==> src/rtl/hdc_assoc_search_pkg.sv <==
// rtl/hdc_assoc_search_pkg.sv - shared widths, counts and FSM encoding for the associative search stage
package hdc_assoc_search_pkg;

    localparam int FRAME_W   = 64;
    localparam int N_FRAMES  = 3;
    localparam int N_CLASSES = 8;
    localparam int CID_W     = 3;
    localparam int FIDX_W    = 2;
    localparam int DIST_W    = 8;
    localparam int PC_W      = $clog2(FRAME_W + 1);

    typedef enum logic [1:0] {
        ST_LOAD   = 2'd0,
        ST_SEARCH = 2'd1,
        ST_DONE   = 2'd2
    } state_e;

endpackage

==> src/rtl/hdc_assoc_search_if.sv <==
// rtl/hdc_assoc_search_if.sv - query, class ROM and result signals of the search stage
interface hdc_assoc_search_if;
    import hdc_assoc_search_pkg::*;

    logic               q_valid;
    logic               q_ready;
    logic [FRAME_W-1:0] q_frame;
    logic [CID_W-1:0]   cls_frame_id;
    logic [FIDX_W-1:0]  cls_frame_index;
    logic [FRAME_W-1:0] cls_vec_in;
    logic               result_valid;
    logic               result_ready;
    logic [CID_W-1:0]   result_class;
    logic [DIST_W-1:0]  result_dist;

    modport slave (
        input  q_valid, q_frame, cls_vec_in, result_ready,
        output q_ready, cls_frame_id, cls_frame_index,
        output result_valid, result_class, result_dist
    );

    modport master (
        output q_valid, q_frame, cls_vec_in, result_ready,
        input  q_ready, cls_frame_id, cls_frame_index,
        input  result_valid, result_class, result_dist
    );

endinterface

==> src/rtl/hdc_assoc_search_popcount.sv <==
// rtl/hdc_assoc_search_popcount.sv - combinational population count of one hypervector frame
module hvec_popcount #(
    parameter int W    = 64,
    parameter int OUTW = $clog2(W + 1)
) (
    input  logic [W-1:0]    word_i,
    output logic [OUTW-1:0] count_o
);

    always_comb begin
        count_o = '0;
        for (int i = 0; i < W; i++) begin
            count_o = count_o + OUTW'(word_i[i]);
        end
    end

endmodule

==> src/rtl/hdc_assoc_search.sv <==
// rtl/hdc_assoc_search.sv - buffers a query hypervector, sweeps the class ROM and reports the nearest class
module hdc_assoc_search
    import hdc_assoc_search_pkg::*;
(
    input  logic              clk,
    input  logic              rst,
    hdc_assoc_search_if.slave bus
);

    localparam logic [FIDX_W-1:0] LAST_F = FIDX_W'(N_FRAMES - 1);
    localparam logic [CID_W-1:0]  LAST_C = CID_W'(N_CLASSES - 1);

    state_e              state_q, state_d;
    logic [FIDX_W-1:0]   ld_cnt_q, ld_cnt_d;
    logic [FRAME_W-1:0]  qbuf_q [N_FRAMES];
    logic [FRAME_W-1:0]  qbuf_d [N_FRAMES];
    logic [CID_W-1:0]    c_q, c_d;
    logic [FIDX_W-1:0]   f_q, f_d;
    logic [DIST_W-1:0]   acc_q, acc_d;
    logic [DIST_W-1:0]   best_dist_q, best_dist_d;
    logic [CID_W-1:0]    best_class_q, best_class_d;

    logic [FRAME_W-1:0]  qsel;
    logic [PC_W-1:0]     pc;
    logic [DIST_W-1:0]   total;

    // Explicit mux keeps the 2-bit frame pointer from indexing past the 3-entry buffer.
    always_comb begin
        qsel = '0;
        for (int i = 0; i < N_FRAMES; i++) begin
            if (f_q == FIDX_W'(i)) qsel = qbuf_q[i];
        end
    end

    hvec_popcount #(.W(FRAME_W), .OUTW(PC_W)) u_popcount (
        .word_i  (qsel ^ bus.cls_vec_in),
        .count_o (pc)
    );

    assign total = (f_q == '0) ? DIST_W'(pc) : acc_q + DIST_W'(pc);

    always_comb begin
        state_d      = state_q;
        ld_cnt_d     = ld_cnt_q;
        qbuf_d       = qbuf_q;
        c_d          = c_q;
        f_d          = f_q;
        acc_d        = acc_q;
        best_dist_d  = best_dist_q;
        best_class_d = best_class_q;
        unique case (state_q)
            ST_LOAD: begin
                if (bus.q_valid) begin
                    for (int i = 0; i < N_FRAMES; i++) begin
                        if (ld_cnt_q == FIDX_W'(i)) qbuf_d[i] = bus.q_frame;
                    end
                    ld_cnt_d = ld_cnt_q + FIDX_W'(1);
                    if (ld_cnt_q == LAST_F) begin
                        state_d      = ST_SEARCH;
                        ld_cnt_d     = '0;
                        c_d          = '0;
                        f_d          = '0;
                        best_dist_d  = '1;
                        best_class_d = '0;
                    end
                end
            end
            ST_SEARCH: begin
                acc_d = total;
                if (f_q == LAST_F) begin
                    // Strict compare: on a tie the earlier (lower) class stays.
                    if (total < best_dist_q) begin
                        best_dist_d  = total;
                        best_class_d = c_q;
                    end
                    f_d = '0;
                    c_d = c_q + CID_W'(1);
                    if (c_q == LAST_C) state_d = ST_DONE;
                end else begin
                    f_d = f_q + FIDX_W'(1);
                end
            end
            ST_DONE: begin
                if (bus.result_ready) begin
                    state_d  = ST_LOAD;
                    ld_cnt_d = '0;
                end
            end
            default: state_d = ST_LOAD;
        endcase
    end

    always_ff @(posedge clk) begin
        if (rst) begin
            state_q      <= ST_LOAD;
            ld_cnt_q     <= '0;
            qbuf_q       <= '{default: '0};
            c_q          <= '0;
            f_q          <= '0;
            acc_q        <= '0;
            best_dist_q  <= '1;
            best_class_q <= '0;
        end else begin
            state_q      <= state_d;
            ld_cnt_q     <= ld_cnt_d;
            qbuf_q       <= qbuf_d;
            c_q          <= c_d;
            f_q          <= f_d;
            acc_q        <= acc_d;
            best_dist_q  <= best_dist_d;
            best_class_q <= best_class_d;
        end
    end

    assign bus.q_ready         = (state_q == ST_LOAD);
    assign bus.result_valid    = (state_q == ST_DONE);
    assign bus.result_class    = best_class_q;
    assign bus.result_dist     = best_dist_q;
    assign bus.cls_frame_id    = c_q;
    assign bus.cls_frame_index = f_q;

endmodule

==> src/flat_wrapper.sv <==
// flat-port wrapper written by rule: the top's interface ports become plain ports
module hdc_assoc_search_flat import hdc_assoc_search_pkg::*;
  (clk, rst, bus_q_valid, bus_q_frame, bus_cls_vec_in, bus_result_ready, bus_q_ready, bus_cls_frame_id, bus_cls_frame_index, bus_result_valid, bus_result_class, bus_result_dist);
  hdc_assoc_search_if bus_i ();
  input  logic clk;
  input  logic rst;
  input wire logic [$bits(bus_i.q_valid)-1:0] bus_q_valid;
  input wire logic [$bits(bus_i.q_frame)-1:0] bus_q_frame;
  input wire logic [$bits(bus_i.cls_vec_in)-1:0] bus_cls_vec_in;
  input wire logic [$bits(bus_i.result_ready)-1:0] bus_result_ready;
  output wire logic [$bits(bus_i.q_ready)-1:0] bus_q_ready;
  output wire logic [$bits(bus_i.cls_frame_id)-1:0] bus_cls_frame_id;
  output wire logic [$bits(bus_i.cls_frame_index)-1:0] bus_cls_frame_index;
  output wire logic [$bits(bus_i.result_valid)-1:0] bus_result_valid;
  output wire logic [$bits(bus_i.result_class)-1:0] bus_result_class;
  output wire logic [$bits(bus_i.result_dist)-1:0] bus_result_dist;
  assign bus_i.q_valid = bus_q_valid;
  assign bus_i.q_frame = bus_q_frame;
  assign bus_i.cls_vec_in = bus_cls_vec_in;
  assign bus_i.result_ready = bus_result_ready;
  assign bus_q_ready = bus_i.q_ready;
  assign bus_cls_frame_id = bus_i.cls_frame_id;
  assign bus_cls_frame_index = bus_i.cls_frame_index;
  assign bus_result_valid = bus_i.result_valid;
  assign bus_result_class = bus_i.result_class;
  assign bus_result_dist = bus_i.result_dist;
  hdc_assoc_search u_core (.clk(clk), .rst(rst), .bus(bus_i));
endmodule
==> config.mk <==
export PLATFORM = sky130hd
export DESIGN_NAME = hdc_assoc_search_flat
export DESIGN_NICKNAME = d
export VERILOG_FILES = /design/src/rtl/hdc_assoc_search_pkg.sv /design/src/rtl/hdc_assoc_search_if.sv /design/src/rtl/hdc_assoc_search_popcount.sv /design/src/rtl/hdc_assoc_search.sv /design/src/flat_wrapper.sv
export SDC_FILE = /design/constraint.sdc
export NUM_CORES = 1
export LEC_CHECK = 0
export CAP_MARGIN = 20
export CORE_AREA = 4 4 158 160
export CTS_CLUSTER_SIZE = 30
export DETAILED_ROUTE_END_ITERATION = 8
export DIE_AREA = 0 0 162 164
export PLACE_DENSITY = 0.84
export REMOVE_ABC_BUFFERS = 1
export SYNTH_ARGS = -nofsm -noshare
export SYNTH_HDL_FRONTEND = slang
export SYNTH_SLANG_ARGS = --single-unit
==> constraint.sdc <==
create_clock -name clk -period 10.31 [get_ports clk]
set_input_delay 2.062 -clock clk [delete_from_list [all_inputs] [get_ports clk]]
set_output_delay 2.062 -clock clk [all_outputs]
set_load 0.005 [all_outputs]
== Word level (Yosys, flattened, before mapping) ==
Index checks and enable logic that the tools add are counted.
Word-level totals
  register bits after elaboration: 220
  input bits: 132
Operators by class
  add/sub/neg operators: 67
  magnitude comparators: 1
  equality and inequality tests: 13
  multiplexer cells: 29
  bitwise operators: 1
  reduce and logical (&&, ||, !) cells: 13
Operators by type and width (number)
  adder 7 x 1 -> 7 bit: 57
  2-to-1 mux 64 bit: 3
  XOR 64 bit: 1
  2-to-1 mux 8 bit: 5
  2-to-1 mux 2 bit: 10
  one-hot mux 8 bit (2 select lines): 1
  2-to-1 mux 3 bit: 5
  AND reduction 3 bit: 5
  one-hot mux 3 bit (2 select lines): 2
  AND reduction 5 bit: 2
  adder 8 x 7 -> 8 bit: 1
  less-than comparator 8 bit: 1
  inequality test 2 x 1 -> 1 bit (second input constant): 4
  one-hot mux 2 bit (2 select lines): 2
  adder 6 x 1 -> 7 bit: 1
  adder 5 x 1 -> 6 bit: 1
  equality test 2 x 1 -> 1 bit (second input constant): 3
  equality test 2 bit (second input constant): 3
  logical NOT 2 bit: 3
  one-hot mux 2 bit (3 select lines): 1
  adder 4 x 1 -> 5 bit: 1
  adder 2 x 1 -> 2 bit (second input constant): 2
  adder 3 x 1 -> 4 bit: 1
  inequality test 2 bit (second input constant): 2
  6 further kinds: 7

== Longest topological paths before layout ==
Gate-level depths: netlist of the first run.
  depth after elaboration: 74
  gate-level depth with buffers: 38
  depth with buffers taken out: 35

== By module ==
Synthesis of the first run repeated with hierarchy kept, for this count alone.
Second synthesis, totals
  cells, all modules: 1519
  area total of the unflattened synthesis: 12027.8 um^2
By module, submodules not included
  hdc_assoc_search: instances 1, cells each 1337, area each 10273.6 um^2, sequential area each 4404.2 um^2
  hvec_popcount: instances 1, cells each 182, area each 1754.2 um^2, sequential area each 0.0 um^2

== Least setup slack after synthesis of the first run ==
No wires, ideal clock.
  kind: input to register
  start: input port bus_cls_vec_in[15]
  end: register u_core.best_dist_q[7], in the netlist u_core.bus.result_dist[7]
  library setup time: 131 ps
  arrival time: 9692 ps
  required time: 10179 ps
  setup slack: 487 ps
  stages on the path: 29
  buffers on the path: 0
  path through: xor2_1 fa_1 inv_1 fa_1 inv_1 fa_1 fa_1 fa_1 fa_1 inv_1 fa_1 fa_1 inv_1 ha_1 fa_1 a211oi_1 nor2_1 xor2_1 ha_1 a21o_1 a2111oi_0 mux2i_1 nand2_1 ha_1 a21oi_1 o211ai_1 a31o_2 nor2_1 a31oi_1
On the way
  longest elaborated chain between the ends: 55
RTL lines
  from (decl): RTL line flat_wrapper.sv:9  | input wire logic [$bits(bus_i.cls_vec_in)-1:0] bus_cls_vec_in;
  XOR 64 bit *: RTL line hdc_assoc_search.sv:36  | .word_i (qsel ^ bus.cls_vec_in),
  adder 7 x 1 -> 7 bit * (49 in series): RTL line hdc_assoc_search_popcount.sv:13  | count_o = count_o + OUTW'(word_i[i]);
  adder 8 x 7 -> 8 bit *: RTL line hdc_assoc_search.sv:40  | assign total = (f_q == '0) ? DIST_W'(pc) : acc_q + DIST_W'(pc);
  2-to-1 mux 8 bit *: RTL line hdc_assoc_search.sv:40
  net u_core.total[7]: RTL line hdc_assoc_search.sv:25  | logic [DIST_W-1:0] total;
  less-than comparator 8 bit / 2-to-1 mux 8 bit (equally long branches): RTL line hdc_assoc_search.sv:72  | if (total < best_dist_q) begin
  inequality test 2 x 1 -> 1 bit (no source line) / 2-to-1 mux 8 bit (equally long branches)
  AND reduction 5 bit (no source line) / one-hot mux 8 bit (2 select lines) (equally long branches)
  to (signal assigned): RTL line hdc_assoc_search.sv:110  | best_dist_q <= best_dist_d;
  to (decl): RTL line hdc_assoc_search.sv:20  | logic [DIST_W-1:0] best_dist_q, best_dist_d;
Mark *: on every way through the listed nets, which the timed path passes. The rest lies on a longest branch. The select of a mux whose other input is x is not followed.
A chain may end at the register's enable or synchronous reset.

== Final worst setup path of the first run ==
  start: input port bus_cls_vec_in[37]
  end: register u_core.best_dist_q[3], in the netlist u_core.bus.result_dist[3]
On the way
  longest elaborated chain between the ends: 33
RTL lines (RTL line)
  XOR 64 bit: hdc_assoc_search.sv:36
  adder 7 x 1 -> 7 bit (27 in series): hdc_assoc_search_popcount.sv:13
  adder 8 x 7 -> 8 bit: hdc_assoc_search.sv:40
  2-to-1 mux 8 bit: hdc_assoc_search.sv:40
  net u_core.total[7]: hdc_assoc_search.sv:25
  less-than comparator 8 bit: hdc_assoc_search.sv:72
  inequality test 2 x 1 -> 1 bit (no source line)
  AND reduction 5 bit (no source line)
The timed path passes the listed nets, and every way through them passes these cells. The select of a mux whose other input is x is not followed.

==> results.tsv, run 1 <==
stage	metric	value	unit
worst_setup_path	dominant cell type by count on the critical path	fa_1	
synth	portion of netlist area occupied by mux cells	6.23	%
synth	register bit count reported by yosys	220	
global_route	global-route wire length before repair	50100	microns
synth	mean area per synthesized cell	8.01	sq um
die	Die Y	164	microns
cts	clock root buffer	clkbuf_16	
worst_setup_path	data required time at the worst endpoint	10740	ps
synth	post-synthesis share of cell area spent on and, or, nand and nor gates	18.3	%
cts	number of CTS-inserted buffers	25	
worst_setup_path	Critical Path Fanout Max	6	
cts	Clk Latency, worst-skew pair	520	ps
detailed_routing	wire length after detailed routing	31800	microns
worst_setup_path	Worst EP arrival	10590	ps
die	row count	56	
worst_setup_path	worst stage delay on the critical path	550	ps
worst_setup_path	CP Class	input pin to flop	
placement	Placed Cells	1877	
finish	Net count, final	1808	
job	maxcap violations	0	
synth	Compound-Gate Fraction of Synth Area	14.9	%
synth	Post-synth EDFFs	0	
cts	clk buf depth	3	
global_route	Remaining Overflow, GRT	0	
cts	TritonCTS clock tree	done	
placement	RePlAce Congestion	0.808	
hold_path	Tightest Hold Check Type	flop to flop	
sta	number of failing hold endpoints at the final stage	0	
worst_setup_path	slowest cell on the critical path	fa_1	
global_route	largest net degree at the start of global routing	127	
placement	cell area reported after detailed placement	0.0136	sq mm
detailed_routing	detailed-routing iteration count for the pre-antenna-repair pass	7	
worst_setup_path	destination of the critical timing path	u_core.bus.result_dist[3]	
worst_setup_path	type of element launching the critical path	input pin	
sta	share of the cycle needed by the critical path after routing	98.5	%
synth	combinational family with the most area after synthesis	simple AND/OR/NAND/NOR gates	
worst_setup_path	Crit Reg-Reg Startpoint	u_core.bus.cls_frame_index[0]	
global_route	initial antenna violation count	1	
finish	Final Non-Filler Cells	1923	
synth	sequential cell area fraction in the yosys report	37.4	%
synth	total number of yosys warnings	0	
detailed_routing	vias after detailed routing	10467	
global_route	all-layer global routing usage	22.9	%
sta	count of final max-slew check failures	0	
worst_setup_path	worst reg-to-reg setup slack	650	ps
cts	H-tree lvl count	1	
detailed_routing	DR WL/cell	16.5	microns
global_route	via count of the first global-routing pass	10404	
finish	area grow syn2layout	23.8	%
worst_setup_path	kind of end point of the critical path	flop	
finish	proportion of layout cells with a drive suffix above 1	7.61	%
worst_setup_path	Critical R2R Capture	u_core.bus.result_dist[3]	
synth	XOR/XNOR share of the synthesized area	5.20	%
detailed_routing	DR iter-0 viols	665	
die	Die W	162	microns
detailed_routing	post-route antenna net violation count	0	
die	area inside the core boundary	0.0234	sq mm
sta	clock period minus final worst setup slack	10150	ps
synth	Netlist Area Pre-Place	0.0118	sq mm
placement	number of input and output port buffers inserted	149	
die	IO Count	150	
synth	count of cell types in the netlist	50	
finish	most common library cell in the layout ignoring fill and taps	nand2_1	
synth	fraction of synthesis flops using an asynchronous set or reset pin	0	%
finish	finished layout cell area	0.0146	sq mm
finish	most frequent cells in the layout	nand2_1 (463), dfxtp_1 (218), a21oi_1 (207), clkdlybuf4s50_1 (145), mux2i_1 (70)	
sta	final setup violation count	0	
detailed_routing	count of unresolved DRC violations after routing	0	
sta	transition time of the tightest slew-check pin	1050	ps
cts	clock-pin slew on the worst setup and hold paths	60	ps
worst_setup_path	depth of the worst register-to-register path	31	
worst_setup_path	launch point of the critical path	bus_cls_vec_in[37]	
die	starting utilization of the core area	50.4	%
synth	synthesized instance count	1471	
placement	half-perimeter wire length of the detailed placement result	19800	microns
synth	most instantiated flip-flop cell in the synthesis netlist	dfxtp_1	
sta	Setup Skew	13.4	ps
detailed_routing	DR vias/cell	5.44	
sta	Worst slew margin	30.1	%
outcome	status	finished clean	
synth	adder and majority gate portion of the synthesized area	12.6	%
die	die area	0.0266	sq mm
sta	maximum achievable frequency	98.5	MHz
cts	count of hold-fix buffers inserted at cts	0	
finish	diode insertion count for antenna repair	0	
cts	TritonCTS sink count	220	
[repair_timing]
| item | CTS | global route |
|---|---|---|
| endpoints found under the setup margin | 0 | 11 |
| setup buffers | 0 | 5 |
| gates resized for setup | 0 | 37 |
[state kept, by name, indices dropped and copies added, names as in the netlist]
register and flops:
u_core.acc_q 8, u_core.bus.cls_frame_id 3, u_core.bus.cls_frame_index 2, u_core.bus.result_class 3, u_core.bus.result_dist 8, u_core.ld_cnt_q 2, u_core.qbuf_q 192, u_core.state_q 2
[metrics by stage]
step	worst slack [ps]	setup TNS, ps	hold slack (ps)	util [%]
finish	157	0	450	62.4
global route	-133	-992	466	62.4
CTS	64.9	0	453	61.4
detailed placement	-435	-4480	446	58.2
global placement	-254	-2700	441	58.2
floorplan	-1600	-19330	430	-
[worst min path at each step]
stage / startpoint / end / slack [ps] / cells after the start
CTS: u_core.qbuf_q[174] / u_core.qbuf_q[174] / 450 / 2
finish: u_core.qbuf_q[58] / u_core.qbuf_q[58] / 450 / 2
global placement: u_core.qbuf_q[157] / u_core.qbuf_q[157] / 440 / 2
global route: u_core.qbuf_q[81] / u_core.qbuf_q[81] / 470 / 2
detailed placement: u_core.qbuf_q[174] / u_core.qbuf_q[174] / 450 / 2
floorplan: u_core.qbuf_q[128] / u_core.qbuf_q[128] / 430 / 2
[cell families after synthesis]
group	after synthesis
AO/OA/AOI/OAI	314
flip-flops	220
multiplexers	72
adder cells (fa/ha/maj)	86
buffers and inverters	161
XOR/XNOR	70
AND/OR/NAND/NOR	548
[cells in the mapped netlist, types with 29 or more instances]
master	count	area share [%]
xnor2_1	29	2.2
a21oi_1	211	9.0
nor2_1	40	1.3
mux2i_1	70	5.9
ha_1	31	3.3
o22ai_1	65	3.4
inv_1	59	1.9
clkbuf_1	66	2.1
nand2_1	466	15
xor2_1	41	3.0
dfxtp_1	220	37
fa_1	55	9.3
[routing by layer]
layer	global-route usage [%]	share of wire (%)	vias up	wire, microns
li1	-	-	5069	-
met1	28.2	40	4930	12800
met2	40.3	49	397	15700
met3	4.59	7.7	69	2450
met4	7.42	2.4	2	777
met5	0	0.041	-	13
[worst max-delay path, delay by kind of cell]
kind                     cells  cell delay, ps
multiplexers                 2             600
AO/OA/AOI/OAI                5            1020
adder cells (fa/ha/maj)     11            4940
AND/OR/NAND/NOR              5             720
XOR/XNOR                     2             420
buffers and inverters        6             810
[area by class of cell]
class                   instances  area, sq um
fillers                      1987         8800
multi-input cells            1090         6920
flip-flops and latches        220         4410
repair buffers                194         1880
clock buffers                  37          711
well taps                     319          399
inverters                      59          221
clock inverters                 4         48.8
Power of run 1 is left out: the tool's default activity adds up to more than one toggle a clock period on the data nets, which glitch-free logic cannot reach.
==> run 2: changes to the inputs <==
ABC_AREA = 0   (was default)
==> results of run 2 <==
Final layout, timing and power as in run 1 (identical DEF).
Power of run 2 is left out for the same reason.
==> run 3: changes to the inputs <==
CORE_AREA = 2 2 156 158   (was 4 4 158 160)
DIE_AREA = 0 0 158 160   (was 0 0 162 164)
RECOVER_POWER = 50   (was default)
==> results.tsv, run 3 (same netlist as run 1, synthesis figures left out) <==
stage	metric	value	unit	change
sta	minimum setup slack in the final design	73.0	ps	-84.1 ps
finish	total of fill cells in the finished design	2069		+4.1%
hold_path	hold path startpoint	u_core.qbuf_q[39]		
worst_setup_path	worst stage delay on the critical path	610	ps	+60 ps
cts	number of CTS-inserted buffers	24		-4.0%
finish	most common library cell in the layout ignoring fill and taps	nand2_1		
cts	clock-pin slew on the worst setup and hold paths	60	ps	about the same
finish	combined flip-flop and latch cell area	0.00441	sq mm	unchanged
sta	Worst slew margin	-285	%	-320 points
hold_path	Tightest Hold Check Type	flop to flop		
sta	clock period minus final worst setup slack	10240	ps	+84.1 ps
global_route	Remaining Overflow, GRT	0		unchanged
finish	finished layout cell area	0.0146	sq mm	+0.31%
placement	number of input and output port buffers inserted	149		unchanged
hold_path	Hold Path Cell Cnt	2		unchanged
detailed_routing	vias after detailed routing	10349		-1.1%
die	Die W	158	microns	-2.5%
worst_setup_path	depth of the worst register-to-register path	34		+9.7%
worst_setup_path	type of element launching the critical path	input pin		
cts	Clk Latency, worst-skew pair	530	ps	about the same
finish	area grow syn2layout	24.2	%	
detailed_routing	detailed-routing iteration count for the pre-antenna-repair pass	5		-2
detailed_routing	post-route antenna net violation count	0		unchanged
sta	Setup Skew	10.6	ps	-2.72 ps
die	row count	57		+1.8%
global_route	initial antenna violation count	2		+1
cts	clk buf depth	3		unchanged
outcome	status	complete, but fails checks		
finish	max reg flops	192		unchanged
finish	Final Non-Filler Cells	1935		+0.62%
global_route	via count of the first global-routing pass	10051		-3.4%
placement	RePlAce Congestion	0.858		+6.2%
placement	half-perimeter wire length of the detailed placement result	19400	microns	-2.4%
detailed_routing	wire length after detailed routing	30800	microns	-3.2%
die	area inside the core boundary	0.0238	sq mm	+1.8%
finish	largest register by flop count	u_core.qbuf_q		
cts	TritonCTS sink count	220		unchanged
detailed_routing	count of unresolved DRC violations after routing	0		unchanged
worst_setup_path	Critical Path Fanout Max	6		unchanged
die	starting utilization of the core area	49.5	%	-0.88 points
worst_setup_path	slowest cell on the critical path	fa_2		
worst_setup_path	data required time at the worst endpoint	10760	ps	+20 ps
global_route	all-layer global routing usage	23.3	%	+0.45 points
worst_setup_path	launch point of the critical path	bus_cls_vec_in[39]		
die	IO Count	150		unchanged
finish	Net count, final	1809		+0.055%
worst_setup_path	kind of cell with the highest combined delay on the critical path	adder cells		
detailed_routing	DR iter-0 viols	678		+2.0%
sta	share of the cycle needed by the critical path after routing	99.3	%	+0.82 points
worst_setup_path	Critical R2R Capture	u_core.bus.result_class[2]		
worst_setup_path	kind of end point of the critical path	flop		
sta	transition time of the tightest slew-check pin	5770	ps	+4730 ps
die	die area	0.0253	sq mm	-4.8%
detailed_routing	DR vias/cell	5.35		-1.7%
global_route	largest net degree at the start of global routing	132		+3.9%
worst_setup_path	worst reg-to-reg setup slack	740	ps	+90 ps
die	Die Y	160	microns	-2.4%
sta	maximum achievable frequency	97.7	MHz	-0.82%
cts	TritonCTS clock tree	done		
cts	clock root buffer	clkbuf_16		
placement	Placed Cells	1881		+0.21%
placement	cell area reported after detailed placement	0.0136	sq mm	about the same
sta	count of final max-slew check failures	197		+197
hold_path	sink of the worst hold path	u_core.qbuf_q[39]		
cts	H-tree lvl count	1		unchanged
sta	number of failing hold endpoints at the final stage	0		unchanged
finish	most frequent cells in the layout	nand2_1 (464), dfxtp_1 (218), a21oi_1 (207), clkdlybuf4s50_1 (133), mux2i_1 (70)		
detailed_routing	DR WL/cell	15.9	microns	-3.8%
sta	final setup violation count	0		unchanged
worst_setup_path	total buffers and inverters traversed by the critical path	7		+1
finish	multi-input logic area	0.00691	sq mm	-0.20%
placement	worst slack at placement	-517	ps	-82.5 ps
worst_setup_path	dominant cell type by count on the critical path	fa_2		
worst_setup_path	CP Class	input pin to flop		
worst_setup_path	Crit Reg-Reg Startpoint	u_core.bus.cls_frame_index[0]		
global_route	global-route wire length before repair	48300	microns	-3.5%
worst_setup_path	Worst EP arrival	10680	ps	+90 ps
outcome	failing checks	capacitance limit, slew limit		
job	maxcap violations	2		+2
finish	proportion of layout cells with a drive suffix above 1	7.83	%	+0.22 points
==> run 3: cell count changes in the layout (fill, tap and decap cells not counted), moves of 2 or more <==
| cell | before | now |
|---|---|---|
| fa_2 | 3 | 5 |
| fa_1 | 52 | 50 |
| bufinv_16 | 1 | 3 |
| o21ai_2 | 0 | 2 |
| o21ai_1 | 2 | 0 |
| dlygate4sd3_1 | 0 | 15 |
| xor2_1 | 37 | 40 |
| clkinv_2 | 2 | 6 |
| buf_6 | 3 | 1 |
| buf_4 | 40 | 42 |
| diode_2 | 0 | 2 |
| dlymetal6s2s_1 | 3 | 0 |
| clkdlybuf4s50_1 | 145 | 133 |
| xor2_2 | 4 | 1 |
==> run 3: how the worst max path moves through the flow <==
stage                                 endpoint  slack (ps)  cells after the start
floorplan            u_core.bus.result_dist[2]       -1600                     32
global placement     u_core.bus.result_dist[4]        -290                     30
detailed placement   u_core.bus.result_dist[7]        -520                     31
CTS                  u_core.bus.result_dist[7]          20                     30
global route        u_core.bus.result_class[2]        -220                     35
finish              u_core.bus.result_class[2]          70                     32
==> run 3: stage by stage <==
step / setup TNS (ps) / hold slack [ps] / util [%]
global placement: -3090 / 441 / 57.2
floorplan: -19330 / 430 / -
detailed placement: -5430 / 446 / 57.2
global route: -1880 / 468 / 61.5
finish: 0 / 454 / 61.5
CTS: 0 / 454 / 60.6
==> run 3: tightest hold or removal path, cell delays in order (launching register included) <==
cell and delay (ps):
dfxtp_1 310, nand2_1 50, a21oi_1 50
==> run 3: cell type report <==
type                       count  area share [%]
sequential                   220            30.1
tap                          324            2.77
antenna                        2          0.0342
timing repair buffer         196            12.8
inverter                      59            1.51
multi-input combinational   1090            47.2
clock buffer                  34            4.63
clock inverter                10           0.931
==> run 3: timing repair <==
action	4_1_cts	5_1_grt
gates resized for setup	0	33
setup buffers	0	8
setup endpoints to repair	0	11
hold buffers	0	0
==> run 3: metal layers <==
metal  global-route usage, %  vias to the layer above  share of wire [%]
li1                        -                     5080                  -
met1                    29.1                     4875                 41
met2                    41.1                      344                 50
met3                    4.75                       50                7.6
met4                    5.77                        0                1.9
met5                       0                        -                  0
Power of run 3 is left out for the same reason.
